## src/rtl/gzip_pkg.sv

```systemverilog
// Shared types and constants for the gzip issue front-end: FSM states,
// core latency and the request record layout carried through the FIFO.
package gzip_pkg;

  typedef enum logic [1:0] {
    IDLE,
    ISSUE,
    WAIT
  } gzip_state_t;

  // Core latency: edges from the start-sampling edge to the done edge.
  localparam int unsigned ZIP_LATENCY = 4;

  typedef struct packed {
    logic [31:0] rs1;
    logic [4:0]  rs2;
  } gzip_op_t;

  localparam int unsigned GZIP_OP_W = $bits(gzip_op_t);

  // A queued request is {rs1, rs2, tag}; its width depends on the tag width.
  function automatic int unsigned gzip_req_w(input int unsigned tag_w);
    return GZIP_OP_W + tag_w;
  endfunction

endpackage

```

## src/rtl/gzip_req_fifo.sv

```systemverilog
// Synchronous request FIFO: power-of-two depth, wrapping pointers,
// full/empty from a count register with one extra bit.
module gzip_req_fifo #(
  parameter int unsigned DEPTH = 4,
  parameter int unsigned WIDTH = 41
) (
  input  logic             clock,
  input  logic             resetn,
  input  logic             push,
  input  logic [WIDTH-1:0] push_data,
  input  logic             pop,
  output logic             full,
  output logic             empty,
  output logic [WIDTH-1:0] head
);

  localparam int unsigned AW = $clog2(DEPTH);

  logic [WIDTH-1:0] mem [DEPTH];
  logic [AW-1:0]    wr_ptr;
  logic [AW-1:0]    rd_ptr;
  logic [AW:0]      count;
  logic             do_push;
  logic             do_pop;

  assign full    = count[AW];
  assign empty   = (count == '0);
  assign do_push = push && !full;
  assign do_pop  = pop && !empty;
  assign head    = mem[rd_ptr];

  always_ff @(posedge clock) begin
    if (do_push) begin
      mem[wr_ptr] <= push_data;
    end
  end

  always_ff @(posedge clock or negedge resetn) begin
    if (!resetn) begin
      wr_ptr <= '0;
      rd_ptr <= '0;
      count  <= '0;
    end else begin
      if (do_push) begin
        wr_ptr <= wr_ptr + AW'(1);
      end
      if (do_pop) begin
        rd_ptr <= rd_ptr + AW'(1);
      end
      case ({do_push, do_pop})
        2'b10:   count <= count + (AW+1)'(1);
        2'b01:   count <= count - (AW+1)'(1);
        default: count <= count;
      endcase
    end
  end

endmodule

```

## src/rtl/gzip_issue_queue.sv

```systemverilog
// Issue queue in front of the multi-cycle gzip core: buffers tagged requests,
// issues one at a time, holds one result. Option: GZIP_ISSUE_IDENTITY_BYPASS_EN.
module gzip_issue_queue
  import gzip_pkg::*;
#(
  parameter int unsigned DEPTH = 4,
  parameter int unsigned TAG_W = 4
) (
  input  logic             clock,
  input  logic             resetn,
  input  logic             req_valid,
  output logic             req_ready,
  input  logic [31:0]      req_rs1,
  input  logic [4:0]       req_rs2,
  input  logic [TAG_W-1:0] req_tag,
  output logic             rsp_valid,
  input  logic             rsp_ready,
  output logic [31:0]      rsp_data,
  output logic [TAG_W-1:0] rsp_tag,
  output logic             zip_reset,
  output logic             zip_start,
  output logic [31:0]      zip_rs1,
  output logic [4:0]       zip_rs2,
  input  logic [31:0]      zip_rd,
  input  logic             zip_busy,
  input  logic             zip_done
);

  localparam int unsigned REQ_W = gzip_req_w(TAG_W);

  logic             fifo_push;
  logic             fifo_pop;
  logic             fifo_full;
  logic             fifo_empty;
  logic [REQ_W-1:0] fifo_head;
  gzip_op_t         head_op;
  logic [TAG_W-1:0] head_tag;

  gzip_state_t      state;
  logic [TAG_W-1:0] tag_q;
  logic             can_pop;
  logic             do_issue;
  logic             do_bypass;

  // zip_reset doubles as "still in reset", keeping req_ready low until it drops.
  assign req_ready = !fifo_full && !zip_reset;
  assign fifo_push = req_valid && req_ready;
  assign head_op   = fifo_head[REQ_W-1:TAG_W];
  assign head_tag  = fifo_head[TAG_W-1:0];
  assign fifo_pop  = do_issue || do_bypass;

  gzip_req_fifo #(
    .DEPTH(DEPTH),
    .WIDTH(REQ_W)
  ) u_fifo (
    .clock    (clock),
    .resetn   (resetn),
    .push     (fifo_push),
    .push_data({req_rs1, req_rs2, req_tag}),
    .pop      (fifo_pop),
    .full     (fifo_full),
    .empty    (fifo_empty),
    .head     (fifo_head)
  );

  always_comb begin
    can_pop = (state == IDLE) && !fifo_empty && !rsp_valid && !zip_reset;
`ifdef GZIP_ISSUE_IDENTITY_BYPASS_EN
    do_bypass = can_pop && (head_op.rs2[4:1] == 4'd0);
`else
    do_bypass = 1'b0;
`endif
    do_issue = can_pop && !do_bypass && !zip_busy;
  end

  always_ff @(posedge clock or negedge resetn) begin
    if (!resetn) begin
      state     <= IDLE;
      zip_reset <= 1'b1;
      zip_start <= 1'b0;
      zip_rs1   <= '0;
      zip_rs2   <= '0;
      tag_q     <= '0;
      rsp_valid <= 1'b0;
      rsp_data  <= '0;
      rsp_tag   <= '0;
    end else begin
      zip_reset <= 1'b0;
      zip_start <= 1'b0;
      if (rsp_valid && rsp_ready) begin
        rsp_valid <= 1'b0;
      end
      case (state)
        IDLE: begin
          if (do_issue) begin
            zip_rs1   <= head_op.rs1;
            zip_rs2   <= head_op.rs2;
            tag_q     <= head_tag;
            zip_start <= 1'b1;
            state     <= ISSUE;
          end else if (do_bypass) begin
            rsp_data  <= head_op.rs1;
            rsp_tag   <= head_tag;
            rsp_valid <= 1'b1;
          end
        end
        ISSUE: state <= WAIT;
        WAIT: begin
          if (zip_done) begin
            rsp_data  <= zip_rd;
            rsp_tag   <= tag_q;
            rsp_valid <= 1'b1;
            state     <= IDLE;
          end
        end
        default: state <= IDLE;
      endcase
    end
  end

endmodule

```

## config.mk

```make
export PLATFORM = sky130hd
export DESIGN_NAME = gzip_issue_queue
export DESIGN_NICKNAME = d
export VERILOG_FILES = /design/src/rtl/gzip_pkg.sv /design/src/rtl/gzip_req_fifo.sv /design/src/rtl/gzip_issue_queue.sv
export SDC_FILE = /design/constraint.sdc
export NUM_CORES = 1
export LEC_CHECK = 0
export ABC_AREA = 1
export BUFFER_PORTS_ARGS = -buffer_cell sky130_fd_sc_hd__buf_4
export CAP_MARGIN = 25
export CORE_ASPECT_RATIO = 1.2
export CORE_MARGIN = 5
export CORE_UTILIZATION = 25
export CTS_CLUSTER_SIZE = 14
export DETAILED_ROUTE_END_ITERATION = 12
export SYNTH_ARGS = -nofsm -noshare
export SYNTH_HDL_FRONTEND = slang
export SYNTH_SLANG_ARGS = --single-unit
```

## constraint.sdc

```tcl
create_clock -name clock -period 2.75 [get_ports clock]
set_clock_uncertainty 0.1 [all_clocks]
set_input_delay 0.1375 -clock clock [delete_from_list [all_inputs] [get_ports clock]]
set_output_delay 0.1375 -clock clock [all_outputs]
set_load 0.05 [all_outputs]
```

* Word-level counts from Yosys, hierarchy flattened
Memories as Yosys holds them, arrays and structs flattened. A register that Yosys moved wholly into a read port is not among the register bits.
Index checks and enable logic that the tools add are counted.
** Operators by class
- $add $sub $neg :: 4
- Equal/unequal tests :: 6
- Mux-type cells :: 11
- Reduce and logical (&&, ||, !) cells :: 21
** Operators with widths (count)
- logical AND 1 bit :: 9
- two-way mux 1 bit :: 7
- logical NOT 1 bit :: 6
- one-hot mux 2 bit (3 select lines) :: 1
- one-hot mux 3 bit (2 select lines) :: 1
- AND reduction 2 bit :: 3
- adder 2 x 1 -> 2 bit (second input constant) :: 2
- equality test 2 x 1 -> 1 bit (second input constant) :: 2
- equality test 2 bit (second input constant) :: 2
- two-way mux 2 bit :: 2
- adder 3 x 1 -> 3 bit (second input constant) :: 1
- logical NOT 3 bit :: 1
- subtractor 3 x 1 -> 3 bit (second input constant) :: 1
- logical NOT 2 bit :: 1
- != test 2 x 1 -> 1 bit (second input constant) :: 1
- != test 2 bit (second input constant) :: 1
- nonzero test 2 bit :: 1
** Word-level totals
- Register bits after elaboration :: 48
- Memory bits (writable) :: 164
- Input bits :: 79
- Output and inout port bits :: 77
- Word-level logic and storage cells :: 52
- Memories :: 1
** Memory list
- u_fifo.mem :: depth 4, width 41, rd ports 1, clocked after memory_dff 1, write ports 1, RTL line gzip_req_fifo.sv:19 : logic [WIDTH-1:0] mem [DEPTH];

* Depth between registers and ports, before layout
- Word-level depth :: 9
- Mapped depth :: 12
- Depth with buffers taken out :: 11

* Modules after synthesis
Synthesis repeated with hierarchy kept, for this count alone.
** Second synthesis, totals
- Cells, all modules :: 886
- Area, all modules :: 10779.1 um2
** By module, submodules not included
- gzip_req_fifo :: times used 1, cells an instance 535, area each 7463.4 um2, seq. area each 5099.9 um2
- gzip_issue_queue :: times used 1, cells an instance 351, area each 3315.7 um2, seq. area each 2053.2 um2

* Least setup slack after synthesis
Ideal clock, no wire load.
- Kind :: flip-flop to flip-flop
- From :: reg zip_reset
- To :: mem u_fifo.mem[0][0] (enable)
- Library setup time :: 0.440 ns
- Arrival time :: 3.333 ns
- Data required time :: 2.210 ns
- Setup slack :: -1.122 ns
- Cell stages (with the launch flop) :: 4
- Buffers on the path :: 0
- Period minus slack after synthesis :: 3.872 ns
- Cells stage by stage :: dfstp_2 nor2_1 nand2_1 nor2_1
** On the way
- Cells in the longest elaborated chain, start to end :: 6
** RTL lines
- start, declared :: RTL line gzip_issue_queue.sv:20 : output logic zip_reset,
- start signal, assigned :: RTL line gzip_issue_queue.sv:79 : zip_reset <= 1'b1;
- start signal, assigned :: RTL line gzip_issue_queue.sv:88 : zip_reset <= 1'b0;
- logical NOT 1 bit :: RTL line gzip_issue_queue.sv:46 : assign req_ready = !fifo_full && !zip_reset;
- logical AND 1 bit :: RTL line gzip_issue_queue.sv:46
- net req_ready :: RTL line gzip_issue_queue.sv:12 : output logic req_ready,
- logical AND 1 bit :: RTL line gzip_issue_queue.sv:47 : assign fifo_push = req_valid && req_ready;
- logical AND 1 bit :: RTL line gzip_req_fifo.sv:28 : assign do_push = push && !full;
- two-way mux 1 bit :: RTL line gzip_req_fifo.sv:33 : if (do_push) begin
- two-way mux 1 bit (implied by the code) :: RTL line gzip_req_fifo.sv:34 : mem[wr_ptr] <= push_data;
- end, declared :: RTL line gzip_req_fifo.sv:19
The timed path passes the listed nets, and every way through them passes these cells.

* Worst setup path after layout
- From :: reg state[0]
- To :: reg u_fifo.count[2]
** On the way
- Cells in the longest elaborated chain, start to end :: 8
- Elaborated cells between the ends (all ways) :: 10
- Classes of those cells :: eq/ne: 2; mux: 1; reduce/logical: 7
** RTL lines
- start, declared :: RTL line gzip_issue_queue.sv:39 : gzip_state_t state;
- start signal, assigned :: RTL line gzip_issue_queue.sv:78 : state <= IDLE;
- start signal, assigned :: RTL line gzip_issue_queue.sv:100 : state <= ISSUE;
- start signal, assigned :: RTL line gzip_issue_queue.sv:107 : ISSUE: state <= WAIT;
- logical NOT 2 bit (*) :: RTL line gzip_issue_queue.sv:67 : can_pop = (state == IDLE) && !fifo_empty && !rsp_valid && !zip_reset;
- logical AND 1 bit (*) (3 in a row) :: RTL line gzip_issue_queue.sv:67
- logical AND 1 bit (*) :: RTL line gzip_issue_queue.sv:73 : do_issue = can_pop && !do_bypass && !zip_busy;
- logical AND 1 bit (*) :: RTL line gzip_req_fifo.sv:29 : assign do_pop = pop && !empty;
- equality test 2 x 1 -> 1 bit / equality test 2 bit (equally long branches) :: RTL line gzip_req_fifo.sv:50 : case ({do_push, do_pop})
- one-hot mux 3 bit (2 select lines) / nonzero test 2 bit (equally long branches)
- end signal, assigned :: RTL line gzip_req_fifo.sv:51 : 2'b10: count <= count + (AW+1)'(1);
- end signal, assigned :: RTL line gzip_req_fifo.sv:52 : 2'b01: count <= count - (AW+1)'(1);
- end signal, assigned :: RTL line gzip_req_fifo.sv:53 : default: count <= count;
- end, declared :: RTL line gzip_req_fifo.sv:22 : logic [AW:0] count;
Mark *: on every way between the ends. The rest lies on a longest branch, timed or not.
A chain may end at the register's enable or synchronous reset.

==> results.sh <==
export IMPL_swShare=0.408
export IMPL_p_leak_nw=6.68
export IMPL_rows=82
export IMPL_synth_distinct_cells=25
export IMPL_placed_area_um2=12300
export IMPL_cts_root_buffer_cell="clkbuf_16"
export IMPL_seq_area_frac_synth=0.681
export IMPL_fin_setup_tns_ns=0
export IMPL_syn_area_um2=10500
export IMPL_dp_hpwl_um=15700
export IMPL_required_ns=3.07
export IMPL_ir_drop_v=0.000586
export IMPL_postSynthAreaPerCell_um2=10.0
export IMPL_gp_congestion=0.763
export IMPL_wl_met1_um=11400
export IMPL_reg2regPathDepth=9
export IMPL_hold_path_startpoint="req_valid"
export IMPL_final_cell_mix="410 x nand2_1, 178 x inv_1, 165 x buf_4, 164 x edfxtp_1, 121 x nand3_1"
export IMPL_die_w_um=197
export IMPL_r2r_setup_slack_ns=0.73
export IMPL_fin_crit_sh=0.733
export IMPL_min_to="u_fifo.count[0]"
export IMPL_overflow=0
export IMPL_cts_buffers=26
export IMPL_criticalPathCategory="flip-flop to flip-flop"
export IMPL_cts_tree="done"
export IMPL_cp_slowest_cell="dfrtp_1"
export IMPL_synthCells=1046
export IMPL_drt_pre_antenna_iters=4
export IMPL_final_nets=1395
export IMPL_r2r_end="u_fifo.count[2]"
export IMPL_die_y_um=235
export IMPL_period_needed_ns=2.02
export IMPL_worstPathArrival_ns=2.33
export IMPL_synth_seq_cells=253
export IMPL_worstSetupEndpointType="flip-flop"
export IMPL_grt_max_degree=67
export IMPL_drt_wl_total_um=26900
export IMPL_finalInstanceArea_um2=14300
export IMPL_dr_wl_met2_um=13300
export IMPL_port_buffers=155
export IMPL_status="finished clean"
export IMPL_avgViaCountPerCell=4.06
export IMPL_clkPwrFrac=0.239
export IMPL_tightest_slew_ns=0.740
export IMPL_postSynthNetCount=1131
export IMPL_crit_chain="nor2_4 -> nand3_2 -> nor2_8 -> ha_1 -> inv_1 -> fa_1 -> nand2_1 -> nand3b_1 -> xor2_1"
export IMPL_core_um2=41700
export IMPL_drc=0
export IMPL_cts_sinks=253
export IMPL_slew_viol_final=0
export IMPL_p_int_w=0.00847
export IMPL_switchingPower_w=0.00583
export IMPL_yosys_warnings=0
export IMPL_cp_startpoint="state[0]"
export IMPL_slowest_delay_ns=0.44
export IMPL_startpoint_type="flip-flop"
export IMPL_synth_area_leaders="edfxtp_1 47%, dfrtp_1 21%, nand2_1 15%, inv_1 6.4%, nand3_1 5.8%"
export IMPL_track_usage=0.114
export IMPL_top_layer="met5"
export IMPL_synth_area_leader_cell="edfxtp_1"
export IMPL_finalHoldViolations=0
export IMPL_layout_commonest_cell="nand2_1"
export IMPL_holdPathStages=4
export IMPL_cts_setup_buffers=0
export IMPL_max_slew_margin=0.507
export IMPL_crit_path_max_fanout=4
export IMPL_path_clk_slew_ns=0.06
export IMPL_timing_rr_start="state[0]"
export IMPL_dp_cells=1717
export IMPL_p_per_area_nw_per_um2=1000
export IMPL_wl_per_cell_um=14.3
export IMPL_antenna_found_initial=6
export IMPL_area_growth_pct=35.9
export IMPL_io_pins=156
export IMPL_vias=7628
export IMPL_instances_no_fill=1881
export IMPL_p_comb_frac=0.394
export IMPL_final_fill_count=4108
export IMPL_met3WireLength_um=1620
export IMPL_yosysTopAreaCellShare=0.469
export IMPL_initial_core_util=0.252
export IMPL_grt_pass1_wl_um=42300
export IMPL_drive_gt1_frac=0.169
export IMPL_power_frac_seq=0.367
export IMPL_clk_path_buf_depth=3
export IMPL_clk_latency_ns=0.53
export IMPL_setup_viol=0
export IMPL_multi_input_area_um2=2450
export IMPL_holdWs_ns=0.0508
export IMPL_maxCapViolations=0
export IMPL_drt_antenna_violating_nets=0
export IMPL_fmax_ghz=0.496
export IMPL_seq_area_um2=7160
export IMPL_die_area_um2=46200
export IMPL_min_path_type="input pin to flip-flop"
export IMPL_grt_pass1_vias=7802
export IMPL_rsz0062_at_grt="no"
export IMPL_htree_num_levels=1
export IMPL_drtIter0Drc=287
export IMPL_power_w=0.0143
## cells in the mapped netlist
| cell type | n |
|---|---|
| buf_1 | 4 |
| inv_1 | 179 |
| nand2_4 | 1 |
| buf_6 | 4 |
| edfxtp_1 | 164 |
| nor2_1 | 14 |
| nand2_1 | 410 |
| nor2_8 | 1 |
| buf_2 | 28 |
| clkbuf_1 | 4 |
| nand3_1 | 121 |
| a21oi_1 | 1 |
| o21ai_0 | 2 |
| buf_4 | 5 |
| fa_1 | 1 |
| nor2_4 | 2 |
| xnor2_1 | 1 |
| nand3_2 | 2 |
| dfrtp_1 | 88 |
| inv_2 | 3 |
| nand3b_1 | 1 |
| xor2_1 | 3 |
| dfstp_2 | 1 |
| ha_1 | 5 |
| conb_1 | 1 |
## kinds of logic (layout without fill, tap and decap cells)
kind of cell | Yosys count | count (layout) | synth area share
AO/OA/AOI/OAI | 3 | 3 | 0.00143
buffers and inverters | 227 | 511 | 0.0891
flip-flops | 253 | 253 | 0.681
XOR/XNOR | 4 | 4 | 0.00334
other | 1 | 6 | 0.000357
AND/OR/NAND/NOR | 552 | 552 | 0.217
adder cells (fa/ha/maj) | 6 | 6 | 0.00786
## worst max-delay path by stage
stage / endpoint / slack (ns) / cells after the start
final: u_fifo.count[2] / 0.73 / 9
after global routing: u_fifo.count[2] / 0.59 / 10
after CTS: u_fifo.count[2] / 0.73 / 9
after detailed placement: u_fifo.count[2] / 0.74 / 10
after global placement: u_fifo.count[2] / 0.75 / 9
after floorplan: u_fifo.mem[0][0] / 0.14 / 3
## registers in the layout (all words and copies together) (netlist names)
| signal | cells |
|---|---|
| u_fifo.mem | 164 |
| u_fifo.wr_ptr | 2 |
| u_fifo.count | 3 |
| rsp_valid | 1 |
| rsp_tag | 4 |
| u_fifo.rd_ptr | 2 |
| tag_q | 4 |
| zip_start | 1 |
| zip_rs2 | 5 |
| zip_reset | 1 |
| state | 2 |
| zip_rs1 | 32 |
| rsp_data | 32 |
## routing by layer
layer	global-route usage	up-vias
li1	-	3774
met1	0.136	3635
met2	0.207	183
met3	0.0263	34
met4	0.0323	2
met5	0	-
## power groups by stage
stage / clock (W) / combinational [W] / sequential, W
after floorplan: 0 / 0.00214 / 0.00694
after global placement: 0 / 0.00548 / 0.00529
after detailed placement: 0 / 0.00554 / 0.00531
after CTS: 0.00355 / 0.00573 / 0.00525
after global routing: 0.00370 / 0.00617 / 0.00533
final: 0.00341 / 0.00563 / 0.00525
## worst max-delay path: cells and delay by family (launching register included)
kind | cells | cell delay (ns)
adder cells (fa/ha/maj) | 2 | 0.56
flip-flops | 1 | 0.44
AND/OR/NAND/NOR | 5 | 0.59
buffers and inverters | 1 | 0.07
XOR/XNOR | 1 | 0.15
## stage by stage
stage,util,worst slack (ns)
floorplan,-,0.145
global placement,0.296,0.755
detailed placement,0.296,0.743
CTS,0.341,0.734
global route,0.343,0.586
finish,0.343,0.734
## final cells by class
type | instances | share of cell area
diodes | 5 | 0.000877
clock buffers | 41 | 0.0524
clock inverters | 7 | 0.00508
inverters | 182 | 0.0479
multi-input cells | 566 | 0.171
flip-flops and latches | 253 | 0.501
well taps | 546 | 0.0479
repair buffers | 281 | 0.173
## timing repair
item / 4_1_cts / 5_1_grt
hold buffers: 109 / 1
endpoints found under the hold margin: 268 / 2
gates resized for setup: 0 / 0
No activity file was read; power rests on OpenSTA's default activity.
